**src/rtl/eggtimer_ctrl.sv**
```systemverilog
// -----------------------------------------------------------------------------
// eggtimer_ctrl
//
// Control stage that sits directly upstream of the egg timer's digit_counter
// chain. It turns two pre-debounced button pulses into run/pause/done
// sequencing, produces the 1 Hz count-enable tick for the least-significant
// digit, produces the preset reload pulse, and drives the alarm outputs once
// the digit chain reports all digits at zero.
//
// Parameters
//   TICK_DIV     clk cycles per tick_en pulse (legal >= 2)
//
// Ports
//   clk          in   1  system clock, rising edge
//   reset_n      in   1  asynchronous, active-low reset
//   start_btn    in   1  one-cycle pulse: start / pause / resume / acknowledge
//   clear_btn    in   1  one-cycle pulse: abort and reload preset (wins over start)
//   all_zero     in   1  high when every digit counter reads 0
//   load         out  1  one-cycle reload pulse to the digit counters
//   tick_en      out  1  one-cycle count enable to the least-significant digit
//   running      out  1  high while in RUN
//   alarm        out  1  high while in DONE
//   alarm_blink  out  1  toggles once per tick period while in DONE, else 0
//   state        out  2  IDLE=0, RUN=1, PAUSE=2, DONE=3
//
// Every output is a flop. The next-state/next-output logic is one
// combinational process and the registers are a second, clocked process.
// -----------------------------------------------------------------------------
module eggtimer_ctrl #(
  parameter int TICK_DIV = 1_000_000
) (
  input  logic       clk,
  input  logic       reset_n,
  input  logic       start_btn,
  input  logic       clear_btn,
  input  logic       all_zero,
  output logic       load,
  output logic       tick_en,
  output logic       running,
  output logic       alarm,
  output logic       alarm_blink,
  output logic [1:0] state
);

  localparam int PW = $clog2(TICK_DIV);
  localparam logic [PW-1:0] LP_WRAP = PW'(TICK_DIV - 1);
  localparam logic [PW-1:0] LP_ONE  = PW'(1);

  typedef enum logic [1:0] {
    S_IDLE  = 2'd0,
    S_RUN   = 2'd1,
    S_PAUSE = 2'd2,
    S_DONE  = 2'd3
  } state_t;

  // Registered state and outputs
  state_t        r_state;
  logic [PW-1:0] r_presc;
  logic          r_load;
  logic          r_tick;
  logic          r_running;
  logic          r_alarm;
  logic          r_blink;

  // Next-value nets
  state_t        w_state_nxt;
  logic [PW-1:0] w_presc_nxt;
  logic [PW-1:0] w_presc_inc;
  logic          w_wrap;
  logic          w_load_nxt;
  logic          w_tick_nxt;
  logic          w_blink_cand;
  logic          w_blink_nxt;

  // Prescaler step: wraps to zero after TICK_DIV-1, so it never exceeds it.
  function automatic logic [PW-1:0] f_presc_step(input logic [PW-1:0] cur);
    if (cur == LP_WRAP) begin
      return '0;
    end
    return cur + LP_ONE;
  endfunction

  assign w_wrap      = (r_presc == LP_WRAP);
  assign w_presc_inc = f_presc_step(r_presc);

  // ---------------------------------------------------------------------------
  // Next-state and next-output logic
  // ---------------------------------------------------------------------------
  always_comb begin
    w_state_nxt  = r_state;
    w_presc_nxt  = r_presc;
    w_load_nxt   = 1'b0;
    w_tick_nxt   = 1'b0;
    w_blink_cand = r_blink;

    if (clear_btn) begin
      // Abort from anywhere: reload preset, drop every alarm indication.
      w_state_nxt  = S_IDLE;
      w_presc_nxt  = '0;
      w_load_nxt   = 1'b1;
      w_blink_cand = 1'b0;
    end else begin
      unique case (r_state)
        S_IDLE: begin
          // Starting with nothing on the display would expire immediately.
          if (start_btn && !all_zero) begin
            w_state_nxt = S_RUN;
            w_presc_nxt = '0;
          end
        end

        S_RUN: begin
          if (start_btn) begin
            // Pause freezes the prescaler where it is.
            w_state_nxt = S_PAUSE;
          end else if (all_zero) begin
            // Expiry is checked ahead of the wrap so no stray tick reaches
            // a chain that is already at zero.
            w_state_nxt  = S_DONE;
            w_presc_nxt  = '0;
            w_blink_cand = 1'b1;
          end else begin
            w_presc_nxt = w_presc_inc;
            w_tick_nxt  = w_wrap;
          end
        end

        S_PAUSE: begin
          // Resume counts this edge as a running cycle so the partially
          // elapsed second is honoured, not restarted.
          if (start_btn) begin
            w_state_nxt = S_RUN;
            w_presc_nxt = w_presc_inc;
            w_tick_nxt  = w_wrap;
          end
        end

        S_DONE: begin
          if (start_btn) begin
            // Acknowledge: silence the alarm and reload the preset.
            w_state_nxt  = S_IDLE;
            w_presc_nxt  = '0;
            w_load_nxt   = 1'b1;
            w_blink_cand = 1'b0;
          end else begin
            w_presc_nxt = w_presc_inc;
            if (w_wrap) begin
              w_blink_cand = ~r_blink;
            end
          end
        end

        default: begin
          w_state_nxt = S_IDLE;
          w_presc_nxt = '0;
        end
      endcase
    end

    // Blink only ever shows while the alarm is sounding.
    w_blink_nxt = (w_state_nxt == S_DONE) ? w_blink_cand : 1'b0;
  end

  // ---------------------------------------------------------------------------
  // State and output registers
  // ---------------------------------------------------------------------------
  always_ff @(posedge clk or negedge reset_n) begin
    if (!reset_n) begin
      r_state   <= S_IDLE;
      r_presc   <= '0;
      r_load    <= 1'b0;
      r_tick    <= 1'b0;
      r_running <= 1'b0;
      r_alarm   <= 1'b0;
      r_blink   <= 1'b0;
    end else begin
      r_state   <= w_state_nxt;
      r_presc   <= w_presc_nxt;
      r_load    <= w_load_nxt;
      r_tick    <= w_tick_nxt;
      r_running <= (w_state_nxt == S_RUN);
      r_alarm   <= (w_state_nxt == S_DONE);
      r_blink   <= w_blink_nxt;
    end
  end

  assign load        = r_load;
  assign tick_en     = r_tick;
  assign running     = r_running;
  assign alarm       = r_alarm;
  assign alarm_blink = r_blink;
  assign state       = r_state;

endmodule

```
**config.mk**
```make
export PLATFORM = sky130hd
export DESIGN_NAME = eggtimer_ctrl
export DESIGN_NICKNAME = d
export VERILOG_FILES = /design/src/rtl/eggtimer_ctrl.sv
export SDC_FILE = /design/constraint.sdc
export NUM_CORES = 1
export LEC_CHECK = 0
export BUFFER_PORTS_ARGS = -buffer_cell sky130_fd_sc_hd__buf_2
export CORE_ASPECT_RATIO = 0.7
export CORE_MARGIN = 1
export CORE_UTILIZATION = 39
export CTS_CLUSTER_DIAMETER = 100
export DETAILED_ROUTE_END_ITERATION = 10
export PLACE_DENSITY = 0.57
export REMOVE_ABC_BUFFERS = 1
export SETUP_SLACK_MARGIN = 0.2
export SLEW_MARGIN = 15
export SYNTH_ARGS = -nofsm -noshare
export SYNTH_HDL_FRONTEND = slang
export SYNTH_SLANG_ARGS = --single-unit
```
**constraint.sdc**
```tcl
create_clock -name clk -period 2.15 [get_ports clk]
set_input_delay 0.43 -clock clk [delete_from_list [all_inputs] [get_ports clk]]
set_output_delay 0.43 -clock clk [all_outputs]
set_load 0.1 [all_outputs]
```
======== Word-level counts from Yosys, hierarchy flattened ========
Cells that the tools add are included.
storage, ports and cells
  register bits ........................... 27
  bits of input ports ..................... 5
  output and inout bits ................... 7
  word-level logic and storage cells ...... 59
cells by class
  $add $sub $neg .......................... 1
  equality and inequality tests ........... 13
  muxes and demuxes ....................... 32
  bitwise logic cells ..................... 1
  reductions and logical operators ........ 5
operators by type and width
  cell                                                             count
  20-bit 2-to-1 mux                                                8
  20-bit one-hot mux with 4 select lines                           1
  20-bit by 1-bit adder with 20-bit output, second input constant  1
  20-bit == test, second input constant                            1
  1-bit 2-to-1 mux                                                 14
  2-bit 2-to-1 mux                                                 6
  3-bit != test, second input constant                             3
  4-bit != test, second input constant                             2
  2-bit one-hot mux with 4 select lines                            1
  2-bit == test, second input constant                             3
  5-bit != test, second input constant                             1
  2-bit by 1-bit == test with 1-bit output, second input constant  2
  4-bit by 2-bit != test with 1-bit output, second input constant  1
  1-bit one-hot mux with 2 select lines                            2
  4-bit AND reduction                                              1
  3-bit AND reduction                                              1
  2-bit logical NOT                                                1
  1-bit logical AND                                                1
  1-bit logical NOT                                                1
  1-bit NOT                                                        1

======== Depth between registers and ports, before layout ========
  depth after elaboration ................. 8
  mapped depth ............................ 9
  depth with buffers taken out ............ 7

======== Least setup slack after synthesis ========
No wires, ideal clock.
  path kind ............................... register -> register
  start ................................... reg r_state[0] (netlist: state[0])
  end ..................................... reg r_presc[19]
  setup time .............................. 0.083 ns
  arrival time ............................ 2.853 ns
  data required time ...................... 2.067 ns
  setup slack ............................. -0.785 ns
  stages on the path, launching flop included .. 10
  path buffers ............................ 2
  clock period less this slack ............ 2.935 ns
  cells stage by stage .................... dfrtp_1 inv_1 ha_1 mux2_1 o221a_2 buf_2 a211oi_4 buf_4 nand3b_1 o21ai_0
between the ends
  longest elaborated chain between the ends .. 3
RTL lines
  item                                                                     line  text
  from (decl)                                                              57    state_t r_state;
  from (signal assigned)                                                   177   r_state <= w_state_nxt;
  2-bit == test, or another cell as far along                              103   unique case (r_state)
  20-bit one-hot mux with 4 select lines or 3-bit != test (tied branches)  n/a
  20-bit 2-to-1 mux or 3-bit AND reduction (tied branches)                 n/a
  to (signal assigned)                                                     178   r_presc <= w_presc_nxt;
  to (decl)                                                                58    logic [PW-1:0] r_presc;
Several ways; a longest one is shown, not always the timed one.
A chain may end at the register's enable or synchronous reset.

======== Final worst setup path ========
  start ................................... reg r_presc[11]
  end ..................................... reg r_presc[2]
between the ends
  longest elaborated chain between the ends .. 7
RTL lines
  item                                      line  text
  20-bit == test *                          77    if (cur == LP_WRAP) begin
  1-bit 2-to-1 mux *                        77
  20-bit 2-to-1 mux *                       80    return cur + LP_ONE;
  20-bit 2-to-1 mux                         116   end else if (all_zero) begin
  20-bit 2-to-1 mux                         113   if (start_btn) begin
  20-bit one-hot mux with 4 select lines *  103
  20-bit 2-to-1 mux *                       96    if (clear_btn) begin
Mark *: on every way between the ends. The rest lies on a longest branch, timed or not. The select of a mux whose other input is x is not followed.

==> run summary <==
Num Clock Sinks -> 27
Arrival @ worst endpoint -> 2.14 ns
Max-cap violations -> 0
CTS Buf Count -> 3
CTS tree -> done
Setup crit end kind -> flop
Fin crit period -> 1.97 ns
DP HPWL -> 2960 um
Mapped cell area -> 0.00176 mm2
Vias per cell -> 5.67
Chip width -> 82.3 um
Syn. warnings -> 0
Post-route cell area -> 0.00227 mm2
Post-Route WL -> 4470 um
Worst Skew -> 0.00151 ns
Worst R2R Path Depth -> 7
Filler Cell Count -> 394
Worst hold path class -> in2async
Commonest non-fill, non-tap cell in the layout -> dfrtp_1
Worst-Margin Slew -> 0.602 ns
Post-Synthesis Cells -> 192
Drt pass-1 iters -> 4
Ys flop type -> dfrtp_1
CP required -> 2.31 ns
Largest net degree at the start of global routing -> 28
Area after DPL -> 0.00196 mm2
Input/output buffers -> 11
Post-CTS Hold Buffers -> 0
Die area -> 0.00479 mm2
Layout cells sized above 1 -> 31.7%
Root buffer cell -> clkbuf_8
VDD IR max -> 0.312 mV
Clock Path Buffers -> 2
Max frequency -> 506 MHz
DIE HEIGHT -> 58.2 um
Clk slew on worst S/H paths -> 0.09 ns
DRC violations left -> 0
Most frequent cells in the layout -> 26 x dfrtp_1, 24 x buf_4, 19 x nor2_1
DRT antenna net count -> 0
Area Overhead vs Synth -> 28.9%
Sequential area share after synthesis -> 38.4%
Async SR Flop Fraction -> 100%
Final Hold Fails -> 0
Distinct cells, synth -> 48
# IOs -> 12
Vias -> 1,616
WS Path Type -> reg2reg
Initial Util -> 40.7%
Core area -> 0.00433 mm2
Tcrit/Tclk final -> 91.8%
Depth of the CTS H-tree -> 1
FP Rows -> 20
Worst-path fanout max -> 8
FF+latch count, synth -> 27
CP Launch Type -> flop
Grt ovf -> 0
Clock latency on the worst-skew pair -> 0.27 ns
Pleak -> 1.02 nW
Syn Area/Cell -> 9.17 um2
First-pass GRT wire length -> 7410 um
Initial antenna violation count -> 0
Status -> completed
Power per Cell Area -> 429 mW/mm2
Vias in the first global route -> 1,496
Final Slew Violations -> 0
Total Nets Final -> 242
Post-synth EDFFs -> 0
Setup violations, final -> 0
ANT cells -> 0
GPL Wtd Cong -> 0.844
Power Total -> 0.000973 W
Worst relative slew slack -> 59.9%
DR iter-0 viols -> 109
Wire length per cell -> 15.7 um
GRT Util Overall -> 20.7%
Unrepaired setup endpoints after global routing -> true
## worst paths after layout
kind	startpoint	to	slack, ns
worst max-delay path	r_presc[11]	r_presc[2]	0.18
worst min register to register	r_presc[18]	r_presc[18]	0.55
worst min-delay path	reset_n	r_presc[9]	0.16
worst max register to register	r_presc[11]	r_presc[2]	0.18
max in group asynchronous	reset_n	state[0]	1.57
min in group clk	clear_btn	alarm_blink	0.44
## worst max-delay path, stage by stage, from the launching register on
cell	delay, ns
dfrtp_1	0.40
or4b_4	0.57
nor4_4	0.17
buf_4	0.16
a211oi_4	0.06
buf_4	0.16
buf_12	0.13
a22o_1	0.21
## report_power, final
part	internal [W]	switching, W	total, W
clock network	0.000133	0.000156	0.000289
logic	0.0000628	0.000107	0.000169
registers	0.000512	0.00000373	0.000515
## through the flow
step / std cells / hold WS, ns / utilization, % / TNS [ns] / setup WS (ns)
2_1_floorplan: 185 / 0.134 / - / -15.21 / -0.815
4_1_cts: 282 / 0.186 / 51.0 / 0 / 0.149
3_5_place_dp: 265 / 0.487 / 45.3 / 0 / 0.0648
3_3_place_gp: 265 / 0.467 / 45.3 / 0 / 0.0866
6_report: 285 / 0.157 / 52.4 / 0 / 0.175
5_1_grt: 285 / 0.197 / 52.4 / 0 / 0.0588
## what timing repair did
item | 4_1_cts | 5_1_grt
gates resized for setup | 20 | 10
pin swaps | 6 | 6
setup endpoints to repair | 21 | 21
setup buffers | 11 | 3
gates cloned | 2 | 0
## layout make-up
type,count,area [um2],share of cell area (%)
flip-flops and latches,27,677,29.8
repair buffers,40,322,14.2
well taps,55,68.8,3.03
inverters,11,41.3,1.82
clock buffers,4,45.0,1.98
multi-input cells,148,1120,49.2
## Yosys cell counts (all sizes together), types with 2 or more instances
library cell  instances  area (um2)
mux2i                 2        20.0
nand3                10        50.1
a21o                  8        61.3
o21ai                16        80.1
a211oi                2        32.5
nor2b                 6        37.5
inv                  11        41.3
mux2                  2        22.5
o221ai                2        23.8
dfrtp                27         676
nor4                  3        33.8
o2bb2ai               2        17.5
clkbuf                3        11.3
nand3b                3        22.5
nor3                  4        20.0
nand4                 6        37.5
or3                   2        12.5
nor2                 20        75.1
o21bai                2        15.0
nand2b                2        12.5
ha                    6        75.1
a21oi                 9        48.8
o21a                  2        15.0
buf                   4        28.8
nand2                13        48.8
a22o                 12         105
## per-layer routing
layer	GRT usage (%)	up-vias	share of wire, %
met4	3.26	0	0.40
met3	5.51	2	6.4
met2	30.2	45	44
li1	-	790	-
met5	0	-	0
met1	30.9	779	49
## flip-flops by register name, indices dropped and copies added (netlist names)
signal       cells
r_presc         20
tick_en          1
load             1
state            2
alarm            1
alarm_blink      1
running          1
## logic make-up (layout without fill, tap and decap cells)
| logic type | Yosys count | in the layout | synth area share [%] |
|---|---|---|---|
| muxes | 4 | 4 | 2.42 |
| DFF | 27 | 27 | 38.4 |
| AOI/OAI and AO/OA | 61 | 62 | 26.7 |
| and+or+nand+nor | 76 | 76 | 23.6 |
| adders and majority gates | 6 | 6 | 4.26 |
| buffers and inverters | 18 | 55 | 4.62 |
Note: power is estimated with default switching activity, not from simulation.
